===== config.mk =====
export PLATFORM = sky130hd
export DESIGN_NAME = mem_access_unit_flat
export DESIGN_NICKNAME = d
export VERILOG_FILES = /design/src/rtl/mem_access_unit_pkg.sv /design/src/rtl/mem_access_unit_if.sv /design/src/rtl/mem_access_unit_byte_lane.sv /design/src/rtl/mem_access_unit.sv /design/src/flat_wrapper.sv
export SDC_FILE = /design/constraint.sdc
export NUM_CORES = 1
export LEC_CHECK = 0
export CAP_MARGIN = 20
export CORE_ASPECT_RATIO = 0.8
export CORE_MARGIN = 3
export CORE_UTILIZATION = 28
export CTS_BUF_LIST = sky130_fd_sc_hd__clkbuf_8
export DETAILED_ROUTE_END_ITERATION = 8
export SYNTH_ARGS = -nofsm -noshare
export SYNTH_HDL_FRONTEND = slang
export SYNTH_SLANG_ARGS = --single-unit

===== constraint.sdc =====
create_clock -name clk -period 5.1 [get_ports clk]
set_clock_uncertainty 0.2 [all_clocks]
set_input_delay 1.02 -clock clk [delete_from_list [all_inputs] [get_ports clk]]
set_output_delay 1.02 -clock clk [all_outputs]
set_load 0.05 [all_outputs]

===== src/rtl/mem_access_unit_pkg.sv =====
// Shared definitions for the memory access unit: access-size encodings,
// controller states and the alignment rule applied when a request is accepted.
package mem_pkg;

   localparam int WORD_BYTES = 4;

   localparam logic [1:0] SZ_BYTE = 2'b00;
   localparam logic [1:0] SZ_HALF = 2'b01;
   localparam logic [1:0] SZ_WORD = 2'b10;

   typedef enum logic [2:0] {
      ST_IDLE,
      ST_LOAD,
      ST_RMW_RD,
      ST_WRITE,
      ST_RESP
   } mau_state_t;

   // Size 2'b11 has no legal encoding, so it is reported like a misaligned access.
   function automatic logic is_misaligned(input logic [1:0] size, input logic [1:0] offset);
      case (size)
         SZ_BYTE: is_misaligned = 1'b0;
         SZ_HALF: is_misaligned = offset[0];
         SZ_WORD: is_misaligned = |offset;
         default: is_misaligned = 1'b1;
      endcase
   endfunction

endpackage


===== src/rtl/mem_access_unit_if.sv =====
// Pipeline request/response handshake plus the word-memory port of the access unit.
interface mem_access_unit_if #(
   parameter int ADDR_W = 32,
   parameter int DATA_W = 32
) ();

   logic              req_valid;
   logic              req_ready;
   logic              req_we;
   logic [1:0]        req_size;
   logic              req_unsigned;
   logic [ADDR_W-1:0] req_addr;
   logic [DATA_W-1:0] req_wdata;

   logic              resp_valid;
   logic [DATA_W-1:0] resp_rdata;
   logic              resp_err;

   logic              mem_read;
   logic              mem_write;
   logic [ADDR_W-1:0] mem_addr;
   logic [DATA_W-1:0] mem_wdata;
   logic [DATA_W-1:0] mem_rdata;

   modport slave (
      input  req_valid, req_we, req_size, req_unsigned, req_addr, req_wdata, mem_rdata,
      output req_ready, resp_valid, resp_rdata, resp_err,
             mem_read, mem_write, mem_addr, mem_wdata
   );

   modport master (
      output req_valid, req_we, req_size, req_unsigned, req_addr, req_wdata, mem_rdata,
      input  req_ready, resp_valid, resp_rdata, resp_err,
             mem_read, mem_write, mem_addr, mem_wdata
   );

endinterface


===== src/rtl/mem_access_unit_byte_lane.sv =====
// Little-endian byte-lane logic: sub-word load extraction/extension and
// store-data merge into an existing memory word.
module byte_lane_unit
   import mem_pkg::*;
(
   input  logic [1:0]  i_offset,
   input  logic [1:0]  i_size,
   input  logic        i_unsigned,
   input  logic [31:0] i_old_word,
   input  logic [31:0] i_new_data,
   output logic [31:0] o_load_val,
   output logic [31:0] o_merged
);

   logic [7:0]  w_byte;
   logic [15:0] w_half;

   assign w_byte = i_old_word[{i_offset, 3'b000} +: 8];
   assign w_half = i_old_word[{i_offset[1], 4'b0000} +: 16];

   always_comb begin
      o_load_val = 32'd0;
      case (i_size)
         SZ_BYTE: o_load_val = {{24{w_byte[7] & ~i_unsigned}}, w_byte};
         SZ_HALF: o_load_val = {{16{w_half[15] & ~i_unsigned}}, w_half};
         SZ_WORD: o_load_val = i_old_word;
         default: o_load_val = 32'd0;
      endcase
   end

   // Each lane either keeps the old byte or takes the matching byte of the store data.
   generate
      for (genvar gi = 0; gi < WORD_BYTES; gi++) begin : g_lane
         localparam logic [1:0] LANE = 2'(gi);
         logic       w_en;
         logic [7:0] w_src;

         assign w_en = (i_size == SZ_WORD)
                    || (i_size == SZ_HALF && i_offset[1] == LANE[1])
                    || (i_size == SZ_BYTE && i_offset == LANE);

         assign w_src = (i_size == SZ_BYTE) ? i_new_data[7:0]
                      : (i_size == SZ_HALF) ? i_new_data[8*(gi%2) +: 8]
                      :                       i_new_data[8*gi +: 8];

         assign o_merged[8*gi +: 8] = w_en ? w_src : i_old_word[8*gi +: 8];
      end
   endgenerate

endmodule


===== src/rtl/mem_access_unit.sv =====
// Load/store initiator for a word-addressed data memory: one request at a time,
// sub-word stores via read-modify-write, misaligned requests answered with an error.
module mem_access_unit
   import mem_pkg::*;
#(
   parameter int ADDR_W = 32,
   parameter int DATA_W = 32
) (
   input  logic               clk,
   input  logic               rst,
   mem_access_unit_if.slave   bus
);

   mau_state_t        r_state;
   mau_state_t        w_state_next;

   logic              r_we;
   logic [1:0]        r_size;
   logic              r_unsigned;
   logic              r_err;
   logic [ADDR_W-1:0] r_addr;
   logic [DATA_W-1:0] r_wdata;
   logic [DATA_W-1:0] r_word;

   logic              w_accept;
   logic [ADDR_W-1:0] w_word_addr;
   logic [DATA_W-1:0] w_load_val;
   logic [DATA_W-1:0] w_merged;

   assign w_accept    = bus.req_valid && bus.req_ready;
   assign w_word_addr = {r_addr[ADDR_W-1:2], 2'b00};

   byte_lane_unit u_lanes (
      .i_offset   (r_addr[1:0]),
      .i_size     (r_size),
      .i_unsigned (r_unsigned),
      .i_old_word (r_word),
      .i_new_data (r_wdata),
      .o_load_val (w_load_val),
      .o_merged   (w_merged)
   );

   always_ff @(posedge clk or posedge rst) begin
      if (rst) begin
         r_state <= ST_IDLE;
      end else begin
         r_state <= w_state_next;
      end
   end

   // r_word holds the loaded word, or the old word that a sub-word store merges into.
   always_ff @(posedge clk or posedge rst) begin
      if (rst) begin
         r_we       <= 1'b0;
         r_size     <= SZ_BYTE;
         r_unsigned <= 1'b0;
         r_err      <= 1'b0;
         r_addr     <= '0;
         r_wdata    <= '0;
         r_word     <= '0;
      end else begin
         if (w_accept) begin
            r_we       <= bus.req_we;
            r_size     <= bus.req_size;
            r_unsigned <= bus.req_unsigned;
            r_err      <= is_misaligned(bus.req_size, bus.req_addr[1:0]);
            r_addr     <= bus.req_addr;
            r_wdata    <= bus.req_wdata;
         end
         if (r_state == ST_LOAD || r_state == ST_RMW_RD) begin
            r_word <= bus.mem_rdata;
         end
      end
   end

   always_comb begin
      w_state_next   = r_state;
      bus.req_ready  = 1'b0;
      bus.resp_valid = 1'b0;
      bus.resp_rdata = '0;
      bus.resp_err   = 1'b0;
      bus.mem_read   = 1'b0;
      bus.mem_write  = 1'b0;
      bus.mem_addr   = '0;
      bus.mem_wdata  = '0;
      case (r_state)
         ST_IDLE: begin
            bus.req_ready = ~rst;
            if (bus.req_valid && !rst) begin
               if (is_misaligned(bus.req_size, bus.req_addr[1:0])) begin
                  w_state_next = ST_RESP;
               end else if (!bus.req_we) begin
                  w_state_next = ST_LOAD;
               end else if (bus.req_size == SZ_WORD) begin
                  w_state_next = ST_WRITE;
               end else begin
                  w_state_next = ST_RMW_RD;
               end
            end
         end
         ST_LOAD: begin
            bus.mem_read = 1'b1;
            bus.mem_addr = w_word_addr;
            w_state_next = ST_RESP;
         end
         ST_RMW_RD: begin
            bus.mem_read = 1'b1;
            bus.mem_addr = w_word_addr;
            w_state_next = ST_WRITE;
         end
         ST_WRITE: begin
            bus.mem_write = 1'b1;
            bus.mem_addr  = w_word_addr;
            bus.mem_wdata = (r_size == SZ_WORD) ? r_wdata : w_merged;
            w_state_next  = ST_RESP;
         end
         ST_RESP: begin
            bus.resp_valid = 1'b1;
            bus.resp_err   = r_err;
            bus.resp_rdata = (r_err || r_we) ? '0 : w_load_val;
            w_state_next   = ST_IDLE;
         end
         default: w_state_next = ST_IDLE;
      endcase
   end

endmodule


===== src/flat_wrapper.sv =====
// flat-port wrapper written by rule: the top's interface ports become plain ports
module mem_access_unit_flat import mem_pkg::*;
#(
   parameter int ADDR_W = 32,
   parameter int DATA_W = 32
)
  (clk, rst, bus_req_valid, bus_req_we, bus_req_size, bus_req_unsigned, bus_req_addr, bus_req_wdata, bus_mem_rdata, bus_req_ready, bus_resp_valid, bus_resp_rdata, bus_resp_err, bus_mem_read, bus_mem_write, bus_mem_addr, bus_mem_wdata);
  mem_access_unit_if #(.ADDR_W(ADDR_W), .DATA_W(DATA_W)) bus_i ();
  input  logic clk;
  input  logic rst;
  input wire logic [$bits(bus_i.req_valid)-1:0] bus_req_valid;
  input wire logic [$bits(bus_i.req_we)-1:0] bus_req_we;
  input wire logic [$bits(bus_i.req_size)-1:0] bus_req_size;
  input wire logic [$bits(bus_i.req_unsigned)-1:0] bus_req_unsigned;
  input wire logic [$bits(bus_i.req_addr)-1:0] bus_req_addr;
  input wire logic [$bits(bus_i.req_wdata)-1:0] bus_req_wdata;
  input wire logic [$bits(bus_i.mem_rdata)-1:0] bus_mem_rdata;
  output wire logic [$bits(bus_i.req_ready)-1:0] bus_req_ready;
  output wire logic [$bits(bus_i.resp_valid)-1:0] bus_resp_valid;
  output wire logic [$bits(bus_i.resp_rdata)-1:0] bus_resp_rdata;
  output wire logic [$bits(bus_i.resp_err)-1:0] bus_resp_err;
  output wire logic [$bits(bus_i.mem_read)-1:0] bus_mem_read;
  output wire logic [$bits(bus_i.mem_write)-1:0] bus_mem_write;
  output wire logic [$bits(bus_i.mem_addr)-1:0] bus_mem_addr;
  output wire logic [$bits(bus_i.mem_wdata)-1:0] bus_mem_wdata;
  assign bus_i.req_valid = bus_req_valid;
  assign bus_i.req_we = bus_req_we;
  assign bus_i.req_size = bus_req_size;
  assign bus_i.req_unsigned = bus_req_unsigned;
  assign bus_i.req_addr = bus_req_addr;
  assign bus_i.req_wdata = bus_req_wdata;
  assign bus_i.mem_rdata = bus_mem_rdata;
  assign bus_req_ready = bus_i.req_ready;
  assign bus_resp_valid = bus_i.resp_valid;
  assign bus_resp_rdata = bus_i.resp_rdata;
  assign bus_resp_err = bus_i.resp_err;
  assign bus_mem_read = bus_i.mem_read;
  assign bus_mem_write = bus_i.mem_write;
  assign bus_mem_addr = bus_i.mem_addr;
  assign bus_mem_wdata = bus_i.mem_wdata;
  mem_access_unit #(.ADDR_W(ADDR_W), .DATA_W(DATA_W)) u_core (.clk(clk), .rst(rst), .bus(bus_i));
endmodule

==> flow_metrics.py <==
metrics = {
    "outcome": {
        "status": "complete, no violations",
    },
    "global_routing": {
        "grt_overflow": 0,
        "antenna_found_initial": 1,
        "grt_first_pass_wirelength_um": 29700,
        "grt_usage": 0.181,
        "grt_pass1_vias": 4977,
        "gr-usage-met3": 0.0704,
        "gr-usage-met2": 0.263,
        "grt_max_degree": 37,
        "met1_usage": 0.254,
        "top_usage_layer": "met2",
    },
    "route": {
        "drtAntennaViolNets": 0,
        "drt-wirelength-per-cell_um": 20.3,
        "post-route-drc-count": 0,
        "vias_per_cell": 5.03,
        "first_iter_violations": 559,
        "vias": 4905,
        "dr.pass1.iters": 6,
        "routed_wl_um": 19800,
    },
    "clock_network": {
        "worstSkewPairLatency_ns": 0.38,
        "cts_tree": "built",
        "cts-root-buf": "clkbuf_8",
        "postCtsSetupBuffers": 0,
        "cts_resized": 0,
        "ctsHtreeMaxLevel": 3,
        "clkSinkCount": 104,
        "numCtsBuffers": 9,
        "cts_hold_buffers": 0,
        "cts_buffer_depth": 2,
        "clkTransAtPathRegs_ns": 0.10,
    },
    "synth": {
        "netlist_area_um2": 5590,
        "synth_fa_ha_area_frac": 0,
        "synth_flop_cell": "dfrtp_1",
        "yosysSeqAreaShare": 0.465,
        "synth.area.top_cells": "dfrtp_1, mux2_2, a21oi_1",
        "synth_xor_area_frac": 0.00157,
        "syn_avg_cell_area_um2": 10.6,
        "synth_edf_count": 0,
        "synth_top_cell_by_area": "dfrtp_1",
        "synth-warning-count": 0,
        "synthSimpleGateAreaFrac": 0.130,
        "synth-async-reset-ratio": 1.00,
        "synth.area.mux_share": 0.223,
        "synth_cell_types": 47,
        "synth_top_area_frac": 0.465,
        "synth_top_family_by_area": "multiplexers",
        "synth_compound_area_frac": 0.139,
        "synth-seq-cells": 104,
        "synth_cells": 527,
    },
    "die": {
        "rows": 45,
        "io-pin-count": 204,
        "die_w_um": 164,
        "start_util": 0.290,
        "die_area_um2": 21700,
        "fp.dieH_um": 132,
        "core_um2": 19300,
    },
    "finish": {
        "most-common-layout-cells": "clkdlybuf4s50_1, dfrtp_1, mux2_2, a21oi_1, nand2_1",
        "final_common_cell": "clkdlybuf4s50_1",
        "fill_cells": 1860,
        "nNetsFinal": 814,
        "area_growth_pct": 43.7,
        "seq_area_um2": 2600,
        "final_layout_size_suffix_gt1_frac": 0.196,
        "multi_input_area_um2": 2770,
    },
    "timing": {
        "tightest_slew_ns": 0.920,
        "setup_slack_ns": 0.452,
        "finalMaxSlewViolations": 0,
        "max_freq_mhz": 215,
        "maxSlewHeadroom": 0.385,
        "hold_viol": 0,
        "whs_ns": 0.299,
        "post-route-period-util": 0.911,
        "finalSetupTns_ns": 0,
        "period_minus_slack_ns": 4.65,
        "rsz0062_at_grt": "no",
        "setup_viol": 0,
    },
    "critical_path": {
        "crit_cells": 5,
        "cp-end-kind": "output port",
        "cp_max_fo": 17,
        "start_kind": "register",
        "slowest_stage": "clkdlybuf4s50_1",
        "worstSetupPathType": "reg -> out",
        "rr_worst_depth": 4,
        "path_cells": "and2b_1 -> a21o_1 -> nand2_1 -> a21oi_1 -> clkdlybuf4s50_1",
        "crit_arrival_ns": 3.43,
        "crit_buf_inv": 1,
        "cp.required_ns": 3.88,
        "slowest_delay_ns": 0.87,
        "cp_top_family": "buffers and inverters",
    },
    "worst_hold_path": {
        "hold_depth": 1,
        "min-delay-path-class": "reg -> reg",
    },
    "pwr": {
        "power.density_nw_per_um2": 654,
        "ir_worst_vdd_mv": 0.292,
        "p_leak_nw": 3.08,
    },
    "placement": {
        "port_buffers": 201,
        "hpwl_um": 15300,
        "place_ws_ns": 0.973,
        "place.gp.congestion": 0.881,
    },
    "job": {
        "cap_violations": 0,
    },
}
==> worst reg2reg max path: cells and delay by family (launching register included) <==
family | cells | cell delay [ns]
and+or+nand+nor | 2 | 0.60
muxes | 1 | 0.36
buffers and inverters | 1 | 0.35
DFF | 1 | 0.51
==> cell usage after synthesis, types with 2 or more instances <==
library cell    n
dfrtp_1       104
mux2_2        101
a21oi_1        52
nand2_1        46
and2_1         33
nor2_1         27
o21ai_0        22
buf_2          18
nor2b_1        15
clkbuf_1       14
a211oi_1        9
a221oi_1        8
a222oi_1        7
a22oi_1         7
mux2_1          6
inv_1           5
a31oi_1         4
buf_4           4
nor3_1          4
o221ai_1        4
a32oi_1         3
buf_1           3
mux2i_1         3
nand3_1         3
buf_6           2
nand2b_1        2
==> flip-flops by register name, indices dropped and copies added, names as in the netlist <==
register and count:
u_core.r_size 2, u_core.r_unsigned 1, u_core.r_we 1, u_core.r_addr 32
u_core.r_wdata 32, u_core.r_err 1, u_core.r_word 32, u_core.r_state 3
==> power breakdown <==
group	switching (mW)	total, mW	internal, mW
Clock	0.304	0.562	0.258
Sequential	0.454	1.71	1.25
Combinational	1.74	2.99	1.25
Total	2.49	5.26	2.76
==> worst paths after layout <==
path / slack [ns] / end / from
min in group asynchronous: 0.90 / u_core.r_addr[0]$_DFFE_PP0P_ / rst
max: 0.45 / bus_mem_wdata[5] / u_core.r_size[1]$_DFFE_PP0P_
min: 0.30 / u_core.r_addr[2]$_DFFE_PP0P_ / u_core.r_addr[2]$_DFFE_PP0P_
max in group asynchronous: 2.95 / u_core.r_word[31]$_DFFE_PP0P_ / rst
max reg2reg: 2.98 / u_core.r_size[0]$_DFFE_PP0P_ / u_core.r_state[2]$_DFFE_PP0P_
min reg2reg: 0.30 / u_core.r_addr[2]$_DFFE_PP0P_ / u_core.r_addr[2]$_DFFE_PP0P_
==> kinds of logic (layout without fill, tap and decap cells) <==
| logic type | count (synthesis) | after routing |
|---|---|---|
| AND/OR/NAND/NOR | 141 | 141 |
| AO/OA/AOI/OAI | 123 | 123 |
| multiplexers | 111 | 111 |
| flip-flops | 104 | 104 |
| buffers and inverters | 46 | 234 |
| other | 1 | 3 |
| XOR/XNOR | 1 | 1 |
==> routing by layer <==
layer,up-vias,wire (um)
li1,2253,-
met4,0,216
met1,2398,8790
met3,15,2110
met5,-,0
met2,239,8680
==> cell type report <==
| cell class | instances | share of cell area |
|---|---|---|
| multi-input combinational | 378 | 0.345 |
| clock buffer | 11 | 0.0188 |
| antenna | 1 | 0.000311 |
| clock inverter | 5 | 0.00763 |
| timing repair buffer | 213 | 0.262 |
| inverter | 5 | 0.00265 |
| sequential | 104 | 0.324 |
| tap | 258 | 0.0402 |
==> through the flow <==
stage	instances	total power, mW	util	area [um^2]
finish	975	5.26	0.417	8040
global route	975	5.58	0.417	8040
CTS	974	5.27	0.417	8030
detailed placement	958	4.70	0.406	7820
global placement	958	4.62	0.406	7820
floorplan	528	3.73	-	5600
No activity file was read; power rests on OpenSTA's default activity.
